===== src/rtl/alu_pkg.sv =====
// Shared definitions for the ALU sequencer: op codes, FSM encoding, result-width helper.
package alu_pkg;

    localparam logic [1:0] OP_ADD = 2'b00;
    localparam logic [1:0] OP_SUB = 2'b01;
    localparam logic [1:0] OP_MUL = 2'b10;
    localparam logic [1:0] OP_DIV = 2'b11;

    typedef enum logic [2:0] {
        ST_IDLE    = 3'd0,
        ST_ISSUE_A = 3'd1,
        ST_ISSUE_B = 3'd2,
        ST_WAIT    = 3'd3,
        ST_CAP2    = 3'd4,
        ST_ABORT   = 3'd5,
        ST_DONE    = 3'd6
    } state_t;

    // MUL and DIV return two bytes from the ALU, ADD and SUB return one.
    function automatic logic two_byte(input logic [1:0] op);
        return (op == OP_MUL) || (op == OP_DIV);
    endfunction

endpackage


===== src/rtl/rr_arb2.sv =====
// Two-way round-robin picker; owns the last-served pointer.
module rr_arb2 (
    input  logic       clk,
    input  logic       reset,
    input  logic [1:0] req,
    input  logic       accept,
    output logic       win_valid,
    output logic       win_id
);

    logic last_id;

    assign win_valid = |req;

    // On a tie the requester not served last wins; otherwise the sole requester.
    always_comb begin
        win_id = req[1];
        if (req == 2'b11) begin
            win_id = ~last_id;
        end
    end

    // Pointer starts at 1 so requester 0 takes the first tie; moves only on a grant.
    always_ff @(posedge clk) begin
        if (!reset) begin
            last_id <= 1'b1;
        end else if (accept && win_valid) begin
            last_id <= win_id;
        end
    end

endmodule


===== src/rtl/alu_arbiter.sv =====
// Sequencer and round-robin arbiter in front of the shared serial 8-bit ALU.
//
// state    | meaning
// ---------+----------------------------------------------------------
// IDLE     | sample requests, latch winner's op/operands
// ISSUE_A  | BEGIN pulse with op_code and operand A, grant to winner
// ISSUE_B  | operand B on inbus, watchdog cleared
// WAIT     | waiting for END; watchdog counts, first result byte here
// CAP2     | second result byte (MUL high/low, DIV remainder/quotient)
// ABORT    | watchdog expired, one-cycle ALU reset
// DONE     | result strobe with requester id
module alu_arbiter
    import alu_pkg::*;
#(
    parameter int TIMEOUT = 64
) (
    input  logic        clk,
    input  logic        reset,
    input  logic        req0,
    input  logic        req1,
    input  logic [1:0]  op0,
    input  logic [1:0]  op1,
    input  logic [7:0]  a0,
    input  logic [7:0]  a1,
    input  logic [7:0]  b0,
    input  logic [7:0]  b1,
    output logic        gnt0,
    output logic        gnt1,
    output logic        busy,
    output logic [15:0] res,
    output logic        res_valid,
    output logic        res_id,
    output logic        res_err,
    output logic        alu_reset,
    output logic        alu_begin,
    output logic [1:0]  alu_op_code,
    output logic [7:0]  alu_inbus,
    input  logic [7:0]  alu_outbus,
    input  logic        alu_end
);

    localparam int               WD_W    = $clog2(TIMEOUT + 1);
    localparam logic [WD_W-1:0]  WD_LAST = WD_W'(TIMEOUT - 1);

    state_t          state;
    logic [1:0]      op_q;
    logic [7:0]      b_q;
    logic [7:0]      byte0_q;
    logic            id_q;
    logic [WD_W-1:0] wdog;
    logic            accept;
    logic            win_valid;
    logic            win_id;

    assign accept = (state == ST_IDLE);
    assign busy   = (state != ST_IDLE);

    rr_arb2 u_arb (
        .clk       (clk),
        .reset     (reset),
        .req       ({req1, req0}),
        .accept    (accept),
        .win_valid (win_valid),
        .win_id    (win_id)
    );

    // Sequencer: every output is set on entry to the state that owns it, so none
    // of them depends combinationally on req or alu_end.
    always_ff @(posedge clk) begin
        if (!reset) begin
            state       <= ST_IDLE;
            gnt0        <= 1'b0;
            gnt1        <= 1'b0;
            alu_begin   <= 1'b0;
            alu_reset   <= 1'b1;
            alu_op_code <= 2'b00;
            alu_inbus   <= 8'h00;
            res         <= 16'h0000;
            res_valid   <= 1'b0;
            res_id      <= 1'b0;
            res_err     <= 1'b0;
            op_q        <= 2'b00;
            b_q         <= 8'h00;
            byte0_q     <= 8'h00;
            id_q        <= 1'b0;
            wdog        <= '0;
        end else begin
            gnt0      <= 1'b0;
            gnt1      <= 1'b0;
            alu_begin <= 1'b0;
            alu_reset <= 1'b0;
            res_valid <= 1'b0;
            case (state)
                ST_IDLE: begin
                    if (win_valid) begin
                        id_q        <= win_id;
                        op_q        <= win_id ? op1 : op0;
                        b_q         <= win_id ? b1 : b0;
                        gnt0        <= ~win_id;
                        gnt1        <= win_id;
                        alu_begin   <= 1'b1;
                        alu_op_code <= win_id ? op1 : op0;
                        alu_inbus   <= win_id ? a1 : a0;
                        state       <= ST_ISSUE_A;
                    end
                end
                ST_ISSUE_A: begin
                    alu_inbus <= b_q;
                    state     <= ST_ISSUE_B;
                end
                ST_ISSUE_B: begin
                    wdog  <= '0;
                    state <= ST_WAIT;
                end
                ST_WAIT: begin
                    // END wins over the watchdog on the last allowed cycle.
                    if (alu_end) begin
                        byte0_q <= alu_outbus;
                        if (two_byte(op_q)) begin
                            state <= ST_CAP2;
                        end else begin
                            res       <= {8'h00, alu_outbus};
                            res_err   <= 1'b0;
                            res_id    <= id_q;
                            res_valid <= 1'b1;
                            state     <= ST_DONE;
                        end
                    end else if (wdog == WD_LAST) begin
                        alu_reset <= 1'b1;
                        state     <= ST_ABORT;
                    end else begin
                        wdog <= wdog + 1'b1;
                    end
                end
                ST_CAP2: begin
                    res       <= {byte0_q, alu_outbus};
                    res_err   <= 1'b0;
                    res_id    <= id_q;
                    res_valid <= 1'b1;
                    state     <= ST_DONE;
                end
                ST_ABORT: begin
                    res       <= 16'h0000;
                    res_err   <= 1'b1;
                    res_id    <= id_q;
                    res_valid <= 1'b1;
                    state     <= ST_DONE;
                end
                ST_DONE: begin
                    state <= ST_IDLE;
                end
                default: begin
                    state <= ST_IDLE;
                end
            endcase
        end
    end

endmodule


===== config.mk =====
export PLATFORM = sky130hd
export DESIGN_NAME = alu_arbiter
export DESIGN_NICKNAME = d
export VERILOG_FILES = /design/src/rtl/alu_pkg.sv /design/src/rtl/rr_arb2.sv /design/src/rtl/alu_arbiter.sv
export SDC_FILE = /design/constraint.sdc
export NUM_CORES = 1
export LEC_CHECK = 0
export CELL_PAD_IN_SITES_DETAIL_PLACEMENT = 0
export CELL_PAD_IN_SITES_GLOBAL_PLACEMENT = 1
export CORE_MARGIN = 2
export CORE_UTILIZATION = 37
export DETAILED_ROUTE_END_ITERATION = 10
export HOLD_SLACK_MARGIN = 0.12
export PLACE_DENSITY_LB_ADDON = 0.1
export SLEW_MARGIN = 30
export SYNTH_ARGS = -nofsm -noshare
export SYNTH_HDL_FRONTEND = slang
export SYNTH_HIERARCHICAL = 1
export SYNTH_SLANG_ARGS = --single-unit

===== constraint.sdc =====
create_clock -name clk -period 3.75 [get_ports clk]
set_input_delay 0.9375 -clock clk [delete_from_list [all_inputs] [get_ports clk]]
set_output_delay 0.9375 -clock clk [all_outputs]
set_load 0.05 [all_outputs]

==> metrics.txt <==
Synth Warn # 6; adder-cell area share of the yosys netlist 0.473%; sequential power share 40.9%; Max VDD drop 250 uV; mux cell area share after synthesis 7.80%; postcts setup bufs 0; CTS tree built; GPL Wtd Cong 0.775; fillcell total 660; RSZ-0062 raised after global routing false; Layout area overhead 42.3%; max cap viols 0; clk slew on worst S/H paths 60 ps; WL/cell 13.8 um; # clock sinks 61; sequential fraction of the synthesis area 46.1%; CP max FO 12; layout cells sized above 1 12.4%; IO Port Bufs 82; fin util 54.9%; synthesized area per cell 9.26 sq um; period utilization 80.7%; slowest CP cell clkdlybuf4s50_1; DR vias 2,321; Hold Vio Cnt, Final 0; normalized max-slew margin 40.1%; Post-DRT Antenna Nets 0; synth top area cells dfxtp_1 46%, mux2i_1 5.7%, nand2_1 5.5%; Cell Area, Synth 0.00265 sq mm; syn nets 336; # hold bufs at CTS 0; Compound-Gate Fraction of Synth Area 21.3%; Final setup viols 0; post-CTS resize count 0; DP HPWL 4470 um; Num CTS Buffers 9; final net count 417; Synth area leader dfxtp_1; leak pwr 1.39 nW; outcome finished, final reports clean; Die X 88.6 um; most common cell in the synthesized netlist dfxtp_1; WHS Path Cells 2; setup_tns 0 ps; Worst R2R Path Depth 4; Cell variety after synth 46; asr flop ratio synth 0%; Slew Limit Fails 0; Worst Path Arrival 2090 ps; Tightest Pin Transition 892 ps; Initial Util 38.5%; sw frac 28.9%; drt first pass iters 4; Crit path largest cell delay 790 ps; ys flop type dfxtp_1; Post-synth EDFFs 0; CP Cell Sequence nor3_1 -> inv_1 -> clkdlybuf4s50_1; startpoint types flip-flop; Setup CP Type reg -> out; antenna fix cells 0; site row count 30; I/O pins 83; global-route wire length before repair 9980 um; crit path time final 3030 ps; final WL 6460 um; Synth Area in Simple Gates 19.6%; largest family of logic cells by synthesized area compound AO/OA/AOI/OAI gates; clock latency on the worst-skew pair 330 ps; combinational share of power 22.1%; Total GRT Usage 16.5%; CTS root buf clkbuf_8; largest net degree at the start of global routing 28; Worst Setup End Kind primary output; Crit path buffers/inverters 2; total global routing overflow 0; Post-Syn Instances 286; Clk pwr share 37.0%; Psw 0.507 mW; worst hold path type reg -> reg; DRC Markers 0; P_int 1.25 mW; Clock Path Buffers 2; Worst path top cell family by delay buffers and inverters; stages on the worst setup path 3; power density over cell area 466 mW/mm^2; H-tree depth 3; share of the synthesized area in the top cell type 46.1%; required time of the critical path 2810 ps; post-DR vias/cell 4.96; smallest hold slack 453 ps; die area 0.00785 sq mm; vias in the first global route 2,047; area share of xor/xnor cells in the synthesized design 0%; Synth Register Bits 61; initial DRC count 81; Layout Skew 9.11 ps; fmax 330 MHz; Die Y 88.6 um; Commonest cells post-synth 61 x dfxtp_1, 39 x nand2_1, 22 x nor2_1, 19 x a21oi_1, 18 x nand3_1; core region area 0.00687 sq mm; initial antenna violation count 0
-- final timing paths --
path | to | from | slack (ps)
setup / recovery | busy | state[1] | 720
hold reg to reg | alu_inbus[3] | alu_inbus[3] | 450
setup reg to reg | res[8] | state[1] | 1740
hold / removal | alu_inbus[3] | alu_inbus[3] | 450
-- sequential cells by signal, indices dropped and copies added (netlist names) --
| name | count |
|---|---|
| res_err | 1 |
| alu_begin | 1 |
| res_valid | 1 |
| alu_inbus | 8 |
| byte0_q | 8 |
| gnt0 | 1 |
| res | 16 |
| b_q | 8 |
| op_q | 2 |
| res_id | 1 |
| state | 3 |
| wdog | 7 |
| u_arb/last_id | 1 |
| alu_reset | 1 |
| id_q | 1 |
| gnt1 | 1 |
-- cell type report --
| class | instances | area [sq um] | area share [%] |
|---|---|---|---|
| tap | 96 | 120 | 3.19 |
| timing repair buffer | 89 | 886 | 23.5 |
| clock inverter | 5 | 83.8 | 2.22 |
| clock buffer | 11 | 141 | 3.75 |
| sequential | 61 | 1220 | 32.4 |
| multi-input combinational | 203 | 1310 | 34.6 |
| inverter | 3 | 11.3 | 0.299 |
-- power groups by stage --
stage / registers, mW / logic, mW / clock network [mW]
after floorplan: 0.805 / 0.184 / 0
after global placement: 0.733 / 0.389 / 0
after detailed placement: 0.734 / 0.391 / 0
after CTS: 0.719 / 0.393 / 0.669
after global routing: 0.724 / 0.418 / 0.698
final: 0.719 / 0.388 / 0.650
-- kinds of logic after synthesis --
family / count (synthesis)
AO/OA/AOI/OAI: 79
adder cells (fa/ha/maj): 1
flip-flops: 61
buffers and inverters: 22
multiplexers: 20
AND/OR/NAND/NOR: 103
-- placed cells by master, fill, tap and decap left out, drive strengths merged, types with 4 or more instances in the layout --
master         count
nor2              22
clkdlybuf4s50     82
nor2b              4
nand3             18
a211oi            12
dfxtp             61
a31oi              4
a22o               7
a21oi             20
a22oi              7
o21ai             19
nand2b             4
clkbuf            11
mux2               5
mux2i             15
nand2             39
buf                7
-- routing by layer --
metal  GRT usage [%]  part of all wire (%)  vias to the layer above
li1                -                     -                     1183
met1            21.0                    47                     1053
met2            26.0                    44                       78
met3            6.44                   7.9                        7
met4            4.96                   1.1                        0
met5               0                     0                        -
-- tightest hold or removal path, stage by stage (launching register included) --
cell	delay [ps]
dfxtp_1	310
nand2_1	50
a21oi_1	50
-- stage by stage --
stage	area, sq um	instances	power, mW	setup WS (ps)
after detailed placement	3540	452	1.12	971
final	3770	468	1.76	724
after CTS	3770	468	1.78	699
after global routing	3770	468	1.84	586
after global placement	3540	452	1.12	964
after floorplan	2650	286	0.989	1530
Note: power is estimated with default switching activity, not from simulation.
